`src/rtl/seg7_scan_ctrl.sv`:
```
// Four-digit multiplexed seven-segment scan controller with frame-aligned
// load/ack handover and optional leading-zero blanking.
module seg7_scan_ctrl #(
    parameter int unsigned REFRESH_DIV = 50000,
    parameter int unsigned GUARD       = 16
) (
    input  logic        clk,
    input  logic        rst,
    input  logic        load,
    input  logic [15:0] digits_in,
    input  logic [3:0]  dp_in,
    input  logic        blank_lz,
    output logic        ack,
    output logic        pending,
    output logic [3:0]  bcd_out,
    output logic [3:0]  an,
    output logic        dp
);

    localparam int unsigned CW = (REFRESH_DIV > 1) ? $clog2(REFRESH_DIV) : 1;
    localparam logic [CW-1:0] LAST    = CW'(REFRESH_DIV - 1);
    localparam logic [CW-1:0] GUARD_C = CW'(GUARD);

    logic [CW-1:0] tcnt_q, tcnt_d;
    logic [1:0]    idx_q, idx_d;
    logic [15:0]   pend_d_q, pend_d_d;
    logic [3:0]    pend_dp_q, pend_dp_d;
    logic          pend_lz_q, pend_lz_d;
    logic          pending_q, pending_d;
    logic [15:0]   disp_d_q, disp_d_d;
    logic [3:0]    disp_dp_q, disp_dp_d;
    logic          disp_lz_q, disp_lz_d;
    logic          ack_q, ack_d;
    logic [3:0]    bcd_out_q, bcd_out_d;
    logic [3:0]    an_q, an_d;
    logic          dp_q, dp_d;

    logic          tcnt_last;
    logic          commit;
    logic          in_guard;
    logic [3:0]    blank;
    logic [3:0]    sel_digit;

    always_comb begin
        tcnt_last = (tcnt_q == LAST);
        commit    = tcnt_last && (idx_q == 2'd3) && pending_q;
        in_guard  = (tcnt_q < GUARD_C);

        tcnt_d = tcnt_last ? '0 : tcnt_q + 1'b1;
        idx_d  = tcnt_last ? idx_q + 2'd1 : idx_q;

        // A load on the commit edge is captured as the next pending value,
        // while the commit itself uses the registers held before the edge.
        pend_d_d  = load ? digits_in : pend_d_q;
        pend_dp_d = load ? dp_in     : pend_dp_q;
        pend_lz_d = load ? blank_lz  : pend_lz_q;
        pending_d = load ? 1'b1 : (commit ? 1'b0 : pending_q);

        disp_d_d  = commit ? pend_d_q  : disp_d_q;
        disp_dp_d = commit ? pend_dp_q : disp_dp_q;
        disp_lz_d = commit ? pend_lz_q : disp_lz_q;
        ack_d     = commit;

        // Blanking chains down from the most significant digit; digit 0 always shows.
        blank[3] = disp_lz_q && (disp_d_q[15:12] == 4'd0);
        blank[2] = blank[3] && (disp_d_q[11:8] == 4'd0);
        blank[1] = blank[2] && (disp_d_q[7:4] == 4'd0);
        blank[0] = 1'b0;

        sel_digit = disp_d_q[{idx_q, 2'b00} +: 4];
        bcd_out_d = blank[idx_q] ? 4'hF : sel_digit;
        an_d      = in_guard ? 4'b1111 : ~(4'b0001 << idx_q);
        dp_d      = in_guard ? 1'b1 : ~disp_dp_q[idx_q];
    end

    always_ff @(posedge clk or posedge rst) begin
        if (rst) begin
            tcnt_q    <= '0;
            idx_q     <= '0;
            pend_d_q  <= '0;
            pend_dp_q <= '0;
            pend_lz_q <= 1'b0;
            pending_q <= 1'b0;
            disp_d_q  <= '0;
            disp_dp_q <= '0;
            disp_lz_q <= 1'b0;
            ack_q     <= 1'b0;
            bcd_out_q <= 4'hF;
            an_q      <= 4'b1111;
            dp_q      <= 1'b1;
        end else begin
            tcnt_q    <= tcnt_d;
            idx_q     <= idx_d;
            pend_d_q  <= pend_d_d;
            pend_dp_q <= pend_dp_d;
            pend_lz_q <= pend_lz_d;
            pending_q <= pending_d;
            disp_d_q  <= disp_d_d;
            disp_dp_q <= disp_dp_d;
            disp_lz_q <= disp_lz_d;
            ack_q     <= ack_d;
            bcd_out_q <= bcd_out_d;
            an_q      <= an_d;
            dp_q      <= dp_d;
        end
    end

    assign ack     = ack_q;
    assign pending = pending_q;
    assign bcd_out = bcd_out_q;
    assign an      = an_q;
    assign dp      = dp_q;

endmodule

```
`config.mk`:
```
export PLATFORM = sky130hd
export DESIGN_NAME = seg7_scan_ctrl
export DESIGN_NICKNAME = d
export VERILOG_FILES = /design/src/rtl/seg7_scan_ctrl.sv
export SDC_FILE = /design/constraint.sdc
export NUM_CORES = 1
export LEC_CHECK = 0
export ABC_AREA = 1
export CORE_ASPECT_RATIO = 0.6
export CORE_MARGIN = 1.5
export CORE_UTILIZATION = 50
export CTS_CLUSTER_SIZE = 14
export DETAILED_ROUTE_END_ITERATION = 7
export GPL_TIMING_DRIVEN = 0
export HOLD_SLACK_MARGIN = 0.08
export MAX_ROUTING_LAYER = met4
export PLACE_DENSITY_LB_ADDON = 0.15
export SETUP_SLACK_MARGIN = 0.2
export SYNTH_ARGS = -nofsm -noshare
export SYNTH_HDL_FRONTEND = slang
export SYNTH_SLANG_ARGS = --single-unit
```
`constraint.sdc`:
```
create_clock -name clk -period 2.3 [get_ports clk]
set_clock_uncertainty 0.1 [all_clocks]
set_input_delay 0.46 -clock clk [delete_from_list [all_inputs] [get_ports clk]]
set_output_delay 0.46 -clock clk [all_outputs]
set_load 0.01 [all_outputs]
```
==> results.json <==
{
  "synth_cell_types": 23,
  "layout_commonest_cell": "nand2_1",
  "synth-simple-area-share_pct": 31.2,
  "cts_resized": 0,
  "clock-root-buffer": "clkbuf_8",
  "postSynthAreaPerCell_sq_um": 8.43,
  "portBuffers": 34,
  "hold_viol": 0,
  "clkSinkCount": 71,
  "vias_per_cell": 5.08,
  "cts_setup_buffers": 0,
  "synth.area.mux_share_pct": 0,
  "cpMaxStageDelayCell": "clkdlybuf4s50_1",
  "synth_fa_ha_area_share_pct": 1.93,
  "seq_area_frac_synth_pct": 55.1,
  "core_area_sq_um": 6190,
  "cts.reportedPaths.clkPinSlew_ns": 0.07,
  "setup_slack_ns": 0.327,
  "synthTopCellsByArea": "dfrtp_1 48%, nand2_1 17%, dfstp_2 7.3%",
  "areaGrowthSynthToFinish_pct": 20.6,
  "holdCritPathClass": "reg2reg",
  "diodes": 0,
  "maxCapViolCount": 0,
  "status": "finished, final reports clean",
  "syn_nets": 414,
  "power.clock.fraction_pct": 41.2,
  "finalCritPeriodShare_pct": 85.8,
  "synthXorXnorAreaFrac_pct": 2.97,
  "postLayoutCellArea_sq_um": 3910,
  "pwr-share-seq_pct": 54.2,
  "rows": 22,
  "yosysWarnings": 0,
  "max_stage_delay_ns": 0.58,
  "drc": 0,
  "p_int_mw": 1.86,
  "setup_tns_ns": 0,
  "drt_first_pass_iters": 5,
  "detail-route-antenna-nets": 0,
  "grt_pass1_vias": 2393,
  "dp_slack_ns": 0.430,
  "ios": 35,
  "met3_usage_pct": 5.75,
  "dpl_cell_area_sq_um": 3710,
  "cts_tree": "yes",
  "start_util_pct": 52.4,
  "finalSetupViolCount": 0,
  "placed_cells": 504,
  "grt_pass1_wl_mm": 12.0,
  "hold-path-endpoint": "disp_d_q[0]",
  "antenna_found_initial": 0,
  "hpwlAfterDp_mm": 5.29,
  "yosys.area.top_type": "dfrtp_1",
  "grt_overflow": 0,
  "power_leakage_nw": 1.91,
  "ir_drop_mv": 0.368,
  "critPathMaxFanout": 7,
  "cts.htree.levels": 3,
  "path_delay_family": "buffers and inverters",
  "drtIter0Drc": 148,
  "slew_violations": 0,
  "reg2reg_depth": 8,
  "multiInputGateArea_sq_um": 1270,
  "wl_per_cell_um": 13.5,
  "busiest_layer": "met1",
  "holdWs_ns": 0.373,
  "numCtsBuffers": 9,
  "rsz0062_at_grt": "no",
  "dieArea_sq_um": 7000,
  "cts_buffer_depth": 2,
  "fin_crit_ns": 1.97,
  "met1_usage_pct": 37.2,
  "die_h_um": 65.4,
  "switching_power_mw": 0.550,
  "ctsHoldBuffers": 0,
  "synth_compound_area_share_pct": 3.12,
  "swShare_pct": 22.8,
  "met2_usage_pct": 29.3,
  "combPwrFrac_pct": 4.6,
  "wl_mm": 7.04,
  "relSlewSlack_pct": 49.5,
  "hold_path_depth": 2,
  "critPathKind": "reg2out",
  "worstPathArrival_ns": 1.41,
  "die_w_um": 107,
  "synth_top_family_by_area": "simple AND/OR/NAND/NOR gates",
  "yosys_register_bits": 71,
  "rr_endpoint": "disp_d_q[1]",
  "nFillCells": 557,
  "num_vias": 2640,
  "r2r-start": "tcnt_q[0]",
  "synth_top_area_share_pct": 47.8,
  "cp-start-kind": "flop",
  "grt_max_degree": 38,
  "crit_chain": "clkdlybuf4s50_1",
  "drive_gt1_share_pct": 9.17,
  "fmaxAchievable_ghz": 0.507,
  "finalWeightedCongestion": 0.952,
  "regToRegSetupSlack_ns": 0.37,
  "p_per_area_nw_per_um2": 616,
  "grt_usage_pct": 23.7,
  "synthCells": 385,
  "final_cells": 520,
  "hp-start": "disp_d_q[0]",
  "seqCellArea_sq_um": 1790,
  "mostFrequentLayoutCells": "145 x nand2_1, 62 x dfrtp_1, 41 x nor2_1, 34 x clkdlybuf4s50_1",
  "path_buf_inv": 1,
  "netlist_area_sq_um": 3240,
  "worst_slew_pin_slew_ns": 0.756,
  "finalNetCount": 460,
  "clock_latency_ns": 0.35,
  "crit_required_ns": 1.74,
  "endpoint_kind": "output pin"
}
## how the worst max path moves through the flow
stage	start	endpoint	slack, ns	cells after the start
2_1_floorplan	tcnt_q[0]	disp_dp_q[0]	0.76	8
3_3_place_gp	rst	disp_d_q[5]	0.09	2
3_5_place_dp	tcnt_q[0]	disp_d_q[1]	0.43	8
4_1_cts	pending	pending	0.30	1
5_1_grt	tcnt_q[0]	disp_d_q[1]	0.27	8
6_report	pending	pending	0.33	1
## worst min-delay path, delay by kind of cell, from the launching register on
family,cells,cell delay (ns)
DFF,1,0.35
and+or+nand+nor,2,0.09
## synth_stat cells
library cell  number
a21oi_1            4
buf_1              1
buf_2              6
buf_6              3
clkbuf_1           4
dfrtp_1           62
dfstp_2            9
ha_1               5
inv_1             27
nand2_1          145
nand2_2            1
nand3_1           16
nand3_2            1
nand4_1           26
nor2_1            41
nor2_4             2
nor3_1             4
nor4_1             2
o211ai_1           1
o21ai_0           12
o21bai_1           1
o22ai_1            1
xor2_1            11
## flip-flops by register name, summed over array words and instances, names as in the netlist
signal,cells
disp_d_q,16
pend_d_q,16
tcnt_q,16
an,4
bcd_out,4
disp_dp_q,4
pend_dp_q,4
idx_q,2
ack,1
disp_lz_q,1
dp,1
pend_lz_q,1
pending,1
## metal layers
layer	vias to the layer above	routed length [um]
li1	1328	-
met1	1210	3760
met2	93	2670
met3	9	524
met4	0	84
met5	-	0
## logic make-up (layout without fill, tap and decap cells)
group / Yosys count / in the layout
simple gates: 238 / 238
flops: 71 / 71
buf+inv: 41 / 92
compound gates: 19 / 19
xor+xnor: 11 / 11
fa+ha+maj: 5 / 5
## stage by stage
| step | utilization [%] | total power [mW] |
|---|---|---|
| global placement | 59.6 | 1.43 |
| CTS | 63.2 | 2.43 |
| detailed placement | 60.0 | 1.44 |
| global route | 63.2 | 2.51 |
| finish | 63.2 | 2.41 |
| floorplan | - | 1.37 |
## power by group through the flow
stage,Clock [mW],Sequential (mW),Combinational [mW]
2_1_floorplan,0,1.32,0.0556
3_3_place_gp,0,1.33,0.108
3_5_place_dp,0,1.33,0.116
4_1_cts,1.01,1.30,0.116
5_1_grt,1.07,1.31,0.129
6_report,0.992,1.31,0.112
## layout make-up
class	count	area share, %
plain buffers	14	2.11
well taps	84	2.69
inverters	27	2.69
clock inverters	6	1.54
flip-flops and latches	71	45.7
repair buffers	35	9.21
multi-input cells	273	32.5
clock buffers	10	3.52
Power figures use the tool's default switching activity.
